$ cat src/rtl/lsu_store_buffer.sv
// Load/store unit with an in-order store buffer in front of a word-addressed data memory.
// Stores drain whenever the memory port is not used by a load; loads forward from the youngest matching entry.
module lsu_store_buffer #(
  parameter int unsigned SB_DEPTH = 4,
  parameter int unsigned ADDR_W   = 32,
  parameter int unsigned DATA_W   = 32,
  parameter int unsigned TAG_W    = 5
) (
  input  logic                      clk,
  input  logic                      rst_n,
  input  logic                      req_valid,
  output logic                      req_ready,
  input  logic                      req_is_store,
  input  logic [ADDR_W-1:0]         req_addr,
  input  logic [DATA_W-1:0]         req_wdata,
  input  logic [TAG_W-1:0]          req_rd,
  output logic                      resp_valid,
  output logic [DATA_W-1:0]         resp_rdata,
  output logic [TAG_W-1:0]          resp_rd,
  output logic                      sb_empty,
  output logic [$clog2(SB_DEPTH):0] sb_count,
  output logic                      mem_write_enable,
  output logic [ADDR_W-1:0]         mem_addr,
  output logic [DATA_W-1:0]         mem_wdata,
  input  logic [DATA_W-1:0]         mem_rdata
);

  localparam int unsigned PTR_W = $clog2(SB_DEPTH);
  localparam int unsigned CNT_W = PTR_W + 1;

  typedef struct packed {
    logic [ADDR_W-1:0] addr;
    logic [DATA_W-1:0] data;
  } sb_entry_t;

  sb_entry_t          entries [SB_DEPTH];
  logic [PTR_W-1:0]   head;
  logic [PTR_W-1:0]   tail;
  logic [CNT_W-1:0]   count;

  logic               full;
  logic               load_acc;
  logic               store_acc;
  logic               drain;
  logic               fwd_hit;
  logic [DATA_W-1:0]  fwd_data;
  logic [PTR_W-1:0]   idx;

  assign full      = (count == CNT_W'(SB_DEPTH));
  assign req_ready = !full;
  assign load_acc  = req_valid && req_ready && !req_is_store;
  assign store_acc = req_valid && req_ready && req_is_store;
  assign drain     = !load_acc && (count != '0);
  assign sb_empty  = (count == '0);
  assign sb_count  = count;

  // Scan oldest to youngest so the last hit is the entry closest to tail.
  always_comb begin
    fwd_hit  = 1'b0;
    fwd_data = '0;
    idx      = '0;
    for (int unsigned i = 0; i < SB_DEPTH; i++) begin
      idx = head + PTR_W'(i);
      if ((CNT_W'(i) < count) && (entries[idx].addr == req_addr)) begin
        fwd_hit  = 1'b1;
        fwd_data = entries[idx].data;
      end
    end
  end

  // Memory port: an accepted load owns it, otherwise the head store drains.
  always_comb begin
    mem_write_enable = 1'b0;
    mem_addr         = req_addr;
    mem_wdata        = entries[head].data;
    if (drain) begin
      mem_write_enable = 1'b1;
      mem_addr         = entries[head].addr;
    end
  end

  always_ff @(posedge clk or negedge rst_n) begin
    if (!rst_n) begin
      head       <= '0;
      tail       <= '0;
      count      <= '0;
      resp_valid <= 1'b0;
      resp_rdata <= '0;
      resp_rd    <= '0;
    end else begin
      if (store_acc) tail <= tail + PTR_W'(1);
      if (drain)     head <= head + PTR_W'(1);
      case ({store_acc, drain})
        2'b10:   count <= count + CNT_W'(1);
        2'b01:   count <= count - CNT_W'(1);
        default: count <= count;
      endcase
      resp_valid <= load_acc;
      if (load_acc) begin
        resp_rdata <= fwd_hit ? fwd_data : mem_rdata;
        resp_rd    <= req_rd;
      end
    end
  end

  // Entry payload needs no reset: occupancy is tracked by head/count only.
  always_ff @(posedge clk) begin
    if (store_acc) entries[tail] <= '{addr: req_addr, data: req_wdata};
  end

endmodule

$ cat config.mk
export PLATFORM = sky130hd
export DESIGN_NAME = lsu_store_buffer
export DESIGN_NICKNAME = d
export VERILOG_FILES = /design/src/rtl/lsu_store_buffer.sv
export SDC_FILE = /design/constraint.sdc
export NUM_CORES = 1
export LEC_CHECK = 0
export CAP_MARGIN = 0
export CORE_UTILIZATION = 60
export CTS_CLUSTER_SIZE = 28
export DETAILED_ROUTE_END_ITERATION = 8
export PLACE_DENSITY = 0.81
export SYNTH_ARGS = -nofsm -noshare
export SYNTH_HDL_FRONTEND = slang
export SYNTH_SLANG_ARGS = --single-unit
$ cat constraint.sdc
create_clock -name clk -period 8.1 [get_ports clk]
set_input_delay 1.62 -clock clk [delete_from_list [all_inputs] [get_ports clk]]
set_output_delay 1.62 -clock clk [all_outputs]
set_load 0.02 [all_outputs]
==> impl_results.md, run 1 <==
- Initial antenna violation count: 4
- Min Tclk post-route: 6190 ps
- Area of the core: 32,700 um^2
- GRT overflow: 0
- RSZ-0062 raised after global routing: false
- Yosys warning count: 0
- H-tree depth: 2
- Mean Syn Cell Area: 12.6 um^2
- GRT Total Usage: 0.363
- Leak pwr: 0.00780 uW
- Synth async-reset ratio: 0.150
- Tightest Pin Transition: 1120 ps
- Kind of end point of the critical path: output pin
- IO Port Bufs: 212
- Site Rows: 66
- Mapped Cells: 1,594
- PD cells: 359 nW/um^2
- Top Ports: 213
- Wire per inst: 28.0 um
- Startpoint types: input pin
- Root Driver: clkbuf_16
- # resized after CTS: 0
- Required time of the critical path: 6480 ps
- Die width: 185 um
- Synthesized flop and latch total: 301
- Critical-path cell list: clkdlybuf4s50_1 > or2_2 > inv_1 > or2_2 > inv_2 > mux2_2 > clkdlybuf4s50_1
- Post-synth cell types: 81
- Setup TNS: 0 ps
- Chip height: 185 um
- Cts hold-fix bufs: 0
- Slew Viols, Final: 0
- First-pass GRT wire length: 91,000 um
- Worst Clk Skew: 13.8 ps
- Nets: 1,841
- Net Count, Synth: 1,708
- DR pass1 iterations: 5
- Setup violators final: 0
- Initial Util: 0.612
- Max-Cap Viols: 0
- Hold crit path type: flip-flop to flip-flop
- Final HPWL DP: 42,500 um
- Critical path's slowest cell: or2_2
- VDD IR-drop max: 0.262 mV
- TritonCTS Buffers: 35
- DRC Markers: 0
- GP Congestion: 0.997
- Antenna Violating Nets Remaining: 0
- Post-Route WL: 61,600 um
- Sequential area share after synthesis: 0.440
- Layout cells sized above 1: 0.185
- EDFF count, synth: 256
- Outcome: finished, final reports clean
- Final period util: 0.764
- Crit path max fanout: 38
- Pwr Total: 8340 uW
- CTS tree: built
- Relative slew slack: 0.256
- Area of the die: 34,100 um^2
- Delay of the slowest critical-path stage: 680 ps
- Clock buffer depth: 3
- R2R Setup Slk: 2460 ps
- Vias in the first global route: 14,700
- Vias per inst: 7.00
- Hold Slack: 488 ps
- Fmax: 162 MHz
- Worst-skew pair later-pin latency: 540 ps
- Via count: 15,400
- Clock sink total: 301
- Largest net degree at the start of global routing: 65
- Post-synth top flop: edfxtp_1
- Area grow syn2layout: 16.1%
- Setup Fix Bufs, Post-CTS: 0
- Worst setup path category: input pin to output pin
- CTS clk-pin slew, worst paths: 50 ps
- DRT iter0 DRCs: 1,878
- Arrival time worst endpoint: 4570 ps
- Final hold viol count: 0
- Post-synthesis cell area: 20,000 um^2
critical path, delay by kind of cell:
| kind | cells | cell delay [ps] |
|---|---|---|
| and+or+nand+nor | 2 | 1090 |
| buffers and inverters | 4 | 1460 |
| muxes | 1 | 390 |
final timing paths:
kind	endpoint	startpoint	depth (start not counted)
worst max-delay path	mem_addr[20]	req_is_store	7
worst min-delay path	resp_rd[4]	resp_rd[4]	2
worst max register to register	resp_rdata[14]	head[0]	11
worst min register to register	resp_rd[4]	resp_rd[4]	2
max in group asynchronous	head[0]	rst_n	2
min in group asynchronous	resp_rdata[10]	rst_n	2
synthesized netlist by cell type (9+ instances only):
master | n | area, um^2
edfxtp_1 | 256 | 7690
mux4_2 | 151 | 3400
mux2i_1 | 130 | 1300
nand2_1 | 108 | 405
a21oi_1 | 97 | 485
nor2_1 | 92 | 345
xnor2_1 | 84 | 736
clkbuf_1 | 61 | 229
nand4_1 | 57 | 357
nand3_1 | 50 | 250
dfrtp_1 | 45 | 1130
o21ai_0 | 45 | 225
buf_2 | 36 | 180
mux2_2 | 36 | 405
a32o_1 | 31 | 310
xor2_1 | 30 | 263
nor3_1 | 24 | 120
a21oi_2 | 21 | 184
buf_4 | 16 | 120
buf_6 | 15 | 169
nor4_1 | 15 | 93.8
buf_1 | 13 | 48.8
inv_1 | 13 | 48.8
ha_1 | 9 | 113
logic make-up (layout without fill, tap and decap cells):
group	Yosys count	after routing	share of synthesized area
and+or+nand+nor	411	411	0.105
muxes	328	328	0.263
DFF	301	301	0.440
AOI/OAI and AO/OA	268	268	0.0920
buffers and inverters	163	322	0.0445
xor gates and xnor gates	114	114	0.0499
adders and majority gates	9	9	0.00562
other	0	3	0
report_power, final:
group	switching [uW]	internal, uW
registers	254	1920
clock network	657	866
logic	2550	2100
flip-flops by register name, indices dropped and copies added (netlist names):
signal	count
entries	256
resp_rdata	32
head	2
resp_valid	1
resp_rd	5
tail	2
sb_count	3
cell usage in the layout (no fill, tap or decap), types with 6 or more instances in the layout:
master	Yosys	final
xnor2_1	84	84
inv_6	0	6
a32o_1	31	31
clkinv_2	0	6
ha_1	9	9
and4_1	7	6
buf_4	16	29
nor2_1	92	92
clkdlybuf4s50_1	0	211
a21oi_2	21	21
edfxtp_1	256	256
or4_1	8	8
nor3_1	24	24
clkbuf_16	0	35
nand3_1	50	50
mux2i_1	130	130
o21ai_0	45	45
nand4b_1	6	6
nor4_1	15	15
a21oi_1	97	97
nand4_1	57	57
a2bb2oi_1	7	7
xor2_1	30	30
dfrtp_1	45	43
a22oi_1	6	6
mux4_2	151	151
clkinv_1	3	9
inv_1	13	13
and3_1	8	8
mux2_2	36	36
nand2_1	108	108
per-stage QoR:
stage	utilization	area (um^2)	worst slack, ps	instances
after floorplan	-	20000	3530	1594
after global placement	0.678	22200	2000	2132
after detailed placement	0.678	22200	1940	2132
after CTS	0.711	23200	1950	2195
after global routing	0.711	23200	1780	2195
final	0.711	23300	1910	2198
layer usage:
layer	GRT usage	vias up	routed length, um
met3	0.0607	124	5820
li1	-	6596	-
met4	0.101	2	1610
met5	0	-	13
met1	0.506	7767	24500
met2	0.589	894	29600
layout make-up:
class                   instances  area [um^2]
clock inverters                24          194
fillers                      2267         9440
repair buffers                242         2350
inverters                      17         65.1
multi-input cells            1130        10400
clock buffers                  39          891
diodes                          3         7.51
well taps                     442          553
flip-flops and latches        301         8820
Note: power is estimated with default switching activity, not from simulation.
==> run 2: changes to the inputs <==
--- a/config.mk
+++ b/config.mk
@@ -6,10 +6,10 @@
 export NUM_CORES = 1
 export LEC_CHECK = 0
 export CAP_MARGIN = 0
-export CORE_UTILIZATION = 60
+export CORE_UTILIZATION = 58
 export CTS_CLUSTER_SIZE = 28
 export DETAILED_ROUTE_END_ITERATION = 8
-export PLACE_DENSITY = 0.81
+export PLACE_DENSITY = 0.78
 export SYNTH_ARGS = -nofsm -noshare
 export SYNTH_HDL_FRONTEND = slang
 export SYNTH_SLANG_ARGS = --single-unit
==> constraint.sdc (replaced) <==
create_clock -name clk -period 6.35 [get_ports clk]
set_input_delay 1.27 -clock clk [delete_from_list [all_inputs] [get_ports clk]]
set_output_delay 1.27 -clock clk [all_outputs]
set_load 0.02 [all_outputs]
==> run 2 against run 1 <==
  * Count of clock-buffer cells in the layout up 3
  * Sequential share of layout area fell by 0.22 points
  * Wire length is 2.0% lower
  * Largest power group unchanged
  * Sequential power rose by 24%
  * Core utilization decreased by 1.9 points
  * First-iteration DRC count grew 4.0%
  * Via count decreased by 0.20%
  * Cell area up 0.57%
  * Clock skew increased by 18 ps
  * Critical path depth up 2
  * Critical path type unchanged
  * Hold slack lost 17 ps
  * Worst setup slack got worse by 1000 ps
==> impl_results.md, run 2 (synthesized netlist as in run 1, its figures left out) <==
- Sw power: 4360 uW
- Routed length on met2: 28,300 um
- Area grow syn2layout: 16.8%
- Top Ports: 213
- Switching Share: 0.410
- Post-Route WL: 60,300 um
- R2R Setup Slk: 1480 ps
- Most frequent cells in the layout: 256 x edfxtp_1, 211 x clkdlybuf4s50_1, 151 x mux4_2, 130 x mux2i_1, 108 x nand2_1
- First-pass GRT wire length: 91,900 um
- Fmax: 183 MHz
- Delay of the slowest critical-path stage: 540 ps
- Initial Util: 0.593
- VDD IR-drop max: 0.346 mV
- Clock sink total: 301
- Worst r2r dst: resp_rdata[26]
- Final period util: 0.859
- GRT overflow: 0
- Wire per inst: 27.2 um
- GP Congestion: 0.958
- CTS clk-pin slew, worst paths: 60 ps
- Slew Viols, Final: 0
- RR Startpoint: head[1]
- Vias in the first global route: 14,800
- Worst setup path category: input pin to output pin
- DRC Markers: 0
- Clock buffer depth: 3
- Critical-path cell list: clkdlybuf4s50_1 > nand2_1 > or2_2 > buf_4 > inv_1 > or2_2 > inv_2 > mux2_2 > clkdlybuf4s50_1
- Area of the die: 35,300 um^2
- Max layer used: met4
- Initial antenna violation count: 3
- Startpoint types: input pin
- Metal-1 WL: 24,600 um
- Commonest non-fill, non-tap cell in the layout: edfxtp_1
- Top reg by flops: entries
- CTS tree: built
- Worst Clk Skew: 31.5 ps
- Critical path's slowest cell: clkdlybuf4s50_1
- Worst-skew pair later-pin latency: 540 ps
- Required time of the critical path: 5080 ps
- Tightest Pin Transition: 972 ps
- Arrival time worst endpoint: 4180 ps
- DR pass1 iterations: 5
- Top flop regs: entries (256), resp_rdata (32), resp_rd (5)
- Site Rows: 67
- Final HPWL DP: 42,200 um
- Area of the core: 33,800 um^2
- Setup violators final: 0
- Vias per inst: 6.93
- GRT Total Usage: 0.344
- Root Driver: clkbuf_16
- Die width: 188 um
- TritonCTS Buffers: 34
- PD cells: 454 nW/um^2
- Largest net degree at the start of global routing: 135
- HP Start: resp_rd[3]
- Final hold viol count: 0
- Max-Cap Viols: 0
- Outcome: finished, final reports clean
- Nets: 1,853
- Via count: 15,400
- Kind of end point of the critical path: output pin
- Relative slew slack: 0.352
- Pint: 6270 uW
- DR WL met3: 5900 um
- Hold Path Stages: 2
- H-tree depth: 2
- Setup Fix Bufs, Post-CTS: 0
- Worst-case reg-to-reg path depth: 11
- Max reg flops: 256
- Combinational share of power: 0.566
- Crit path max fanout: 38
- Clock share of power: 0.180
- DRT iter0 DRCs: 1,954
- Fin cells: 2,216
- Antenna Violating Nets Remaining: 0
- Setup TNS: 0 ps
- IO Port Bufs: 212
- Finished Cell Area: 23,400 um^2
- Layout cells sized above 1: 0.192
- Leak pwr: 0.00790 uW
- WP buf/inv: 5
- Chip height: 188 um
- Hold Crit Endpoint: resp_rd[3]
- Pwr Total: 10,600 uW
- Hold Slack: 471 ps
- Placed Cells incl. Taps: 2,151
- RSZ-0062 raised after global routing: false
- Min Tclk post-route: 5450 ps
- Cts hold-fix bufs: 0
- Hold crit path type: flip-flop to flip-flop
- Worst path top cell family by delay: buffers and inverters
- Flop pwr share: 0.254
- DP Area: 22,300 um^2
- # resized after CTS: 0
-- run 2: cell types whose count changed in the layout (fill, tap and decap cells not counted) --
cell | previous run | this run
buf_12 | 1 | 3
buf_4 | 29 | 40
clkbuf_1 | 4 | 5
clkbuf_8 | 0 | 2
clkinv_1 | 9 | 6
clkinv_2 | 6 | 12
clkinv_8 | 0 | 2
clkinvlp_4 | 4 | 0
diode_2 | 3 | 4
inv_6 | 6 | 0
-- run 2: power by group through the flow --
stage                     registers, uW  logic, uW  clock network [uW]
after floorplan                    2740       4110                   0
after global placement             2710       5870                   0
after detailed placement           2730       5930                   0
after CTS                          2690       5950                1930
after global routing               2730       6330                1990
final                              2700       6020                1920
-- run 2: how the worst max path moves through the flow --
stage,start,end,slack [ps],cells past startpoint
2_1_floorplan,head[0],mem_addr[13],2200,11
3_3_place_gp,req_valid,mem_addr[9],990,9
3_5_place_dp,req_valid,mem_addr[6],920,9
4_1_cts,req_valid,mem_addr[6],920,9
5_1_grt,req_valid,mem_addr[4],780,9
6_report,req_valid,mem_addr[4],900,9
-- run 2: worst register-to-register path, delay by kind of cell, from the launching register on --
family	cells	cell delay [ps]
compound gates	3	580
xor+xnor	1	130
buf+inv	2	930
flops	1	840
mux	1	310
simple gates	4	1950
-- run 2: routing by layer --
| layer | global-route usage | up-vias |
|---|---|---|
| met5 | 0 | - |
| met4 | 0.0929 | 0 |
| met3 | 0.0616 | 104 |
| met2 | 0.543 | 854 |
| met1 | 0.492 | 7783 |
| li1 | - | 6611 |
-- run 2: metrics by stage --
| step | utilization | setup WS [ps] |
|---|---|---|
| final | 0.692 | 898 |
| after detailed placement | 0.660 | 917 |
| after global routing | 0.692 | 776 |
| after floorplan | - | 2200 |
| after CTS | 0.692 | 916 |
| after global placement | 0.660 | 985 |
-- run 2: cell type report --
type	instances	area, um^2
well taps	448	561
clock inverters	19	163
inverters	17	65.1
multi-input cells	1130	10400
fillers	2377	10400
clock buffers	42	922
flip-flops and latches	301	8820
diodes	4	10.0
repair buffers	255	2480
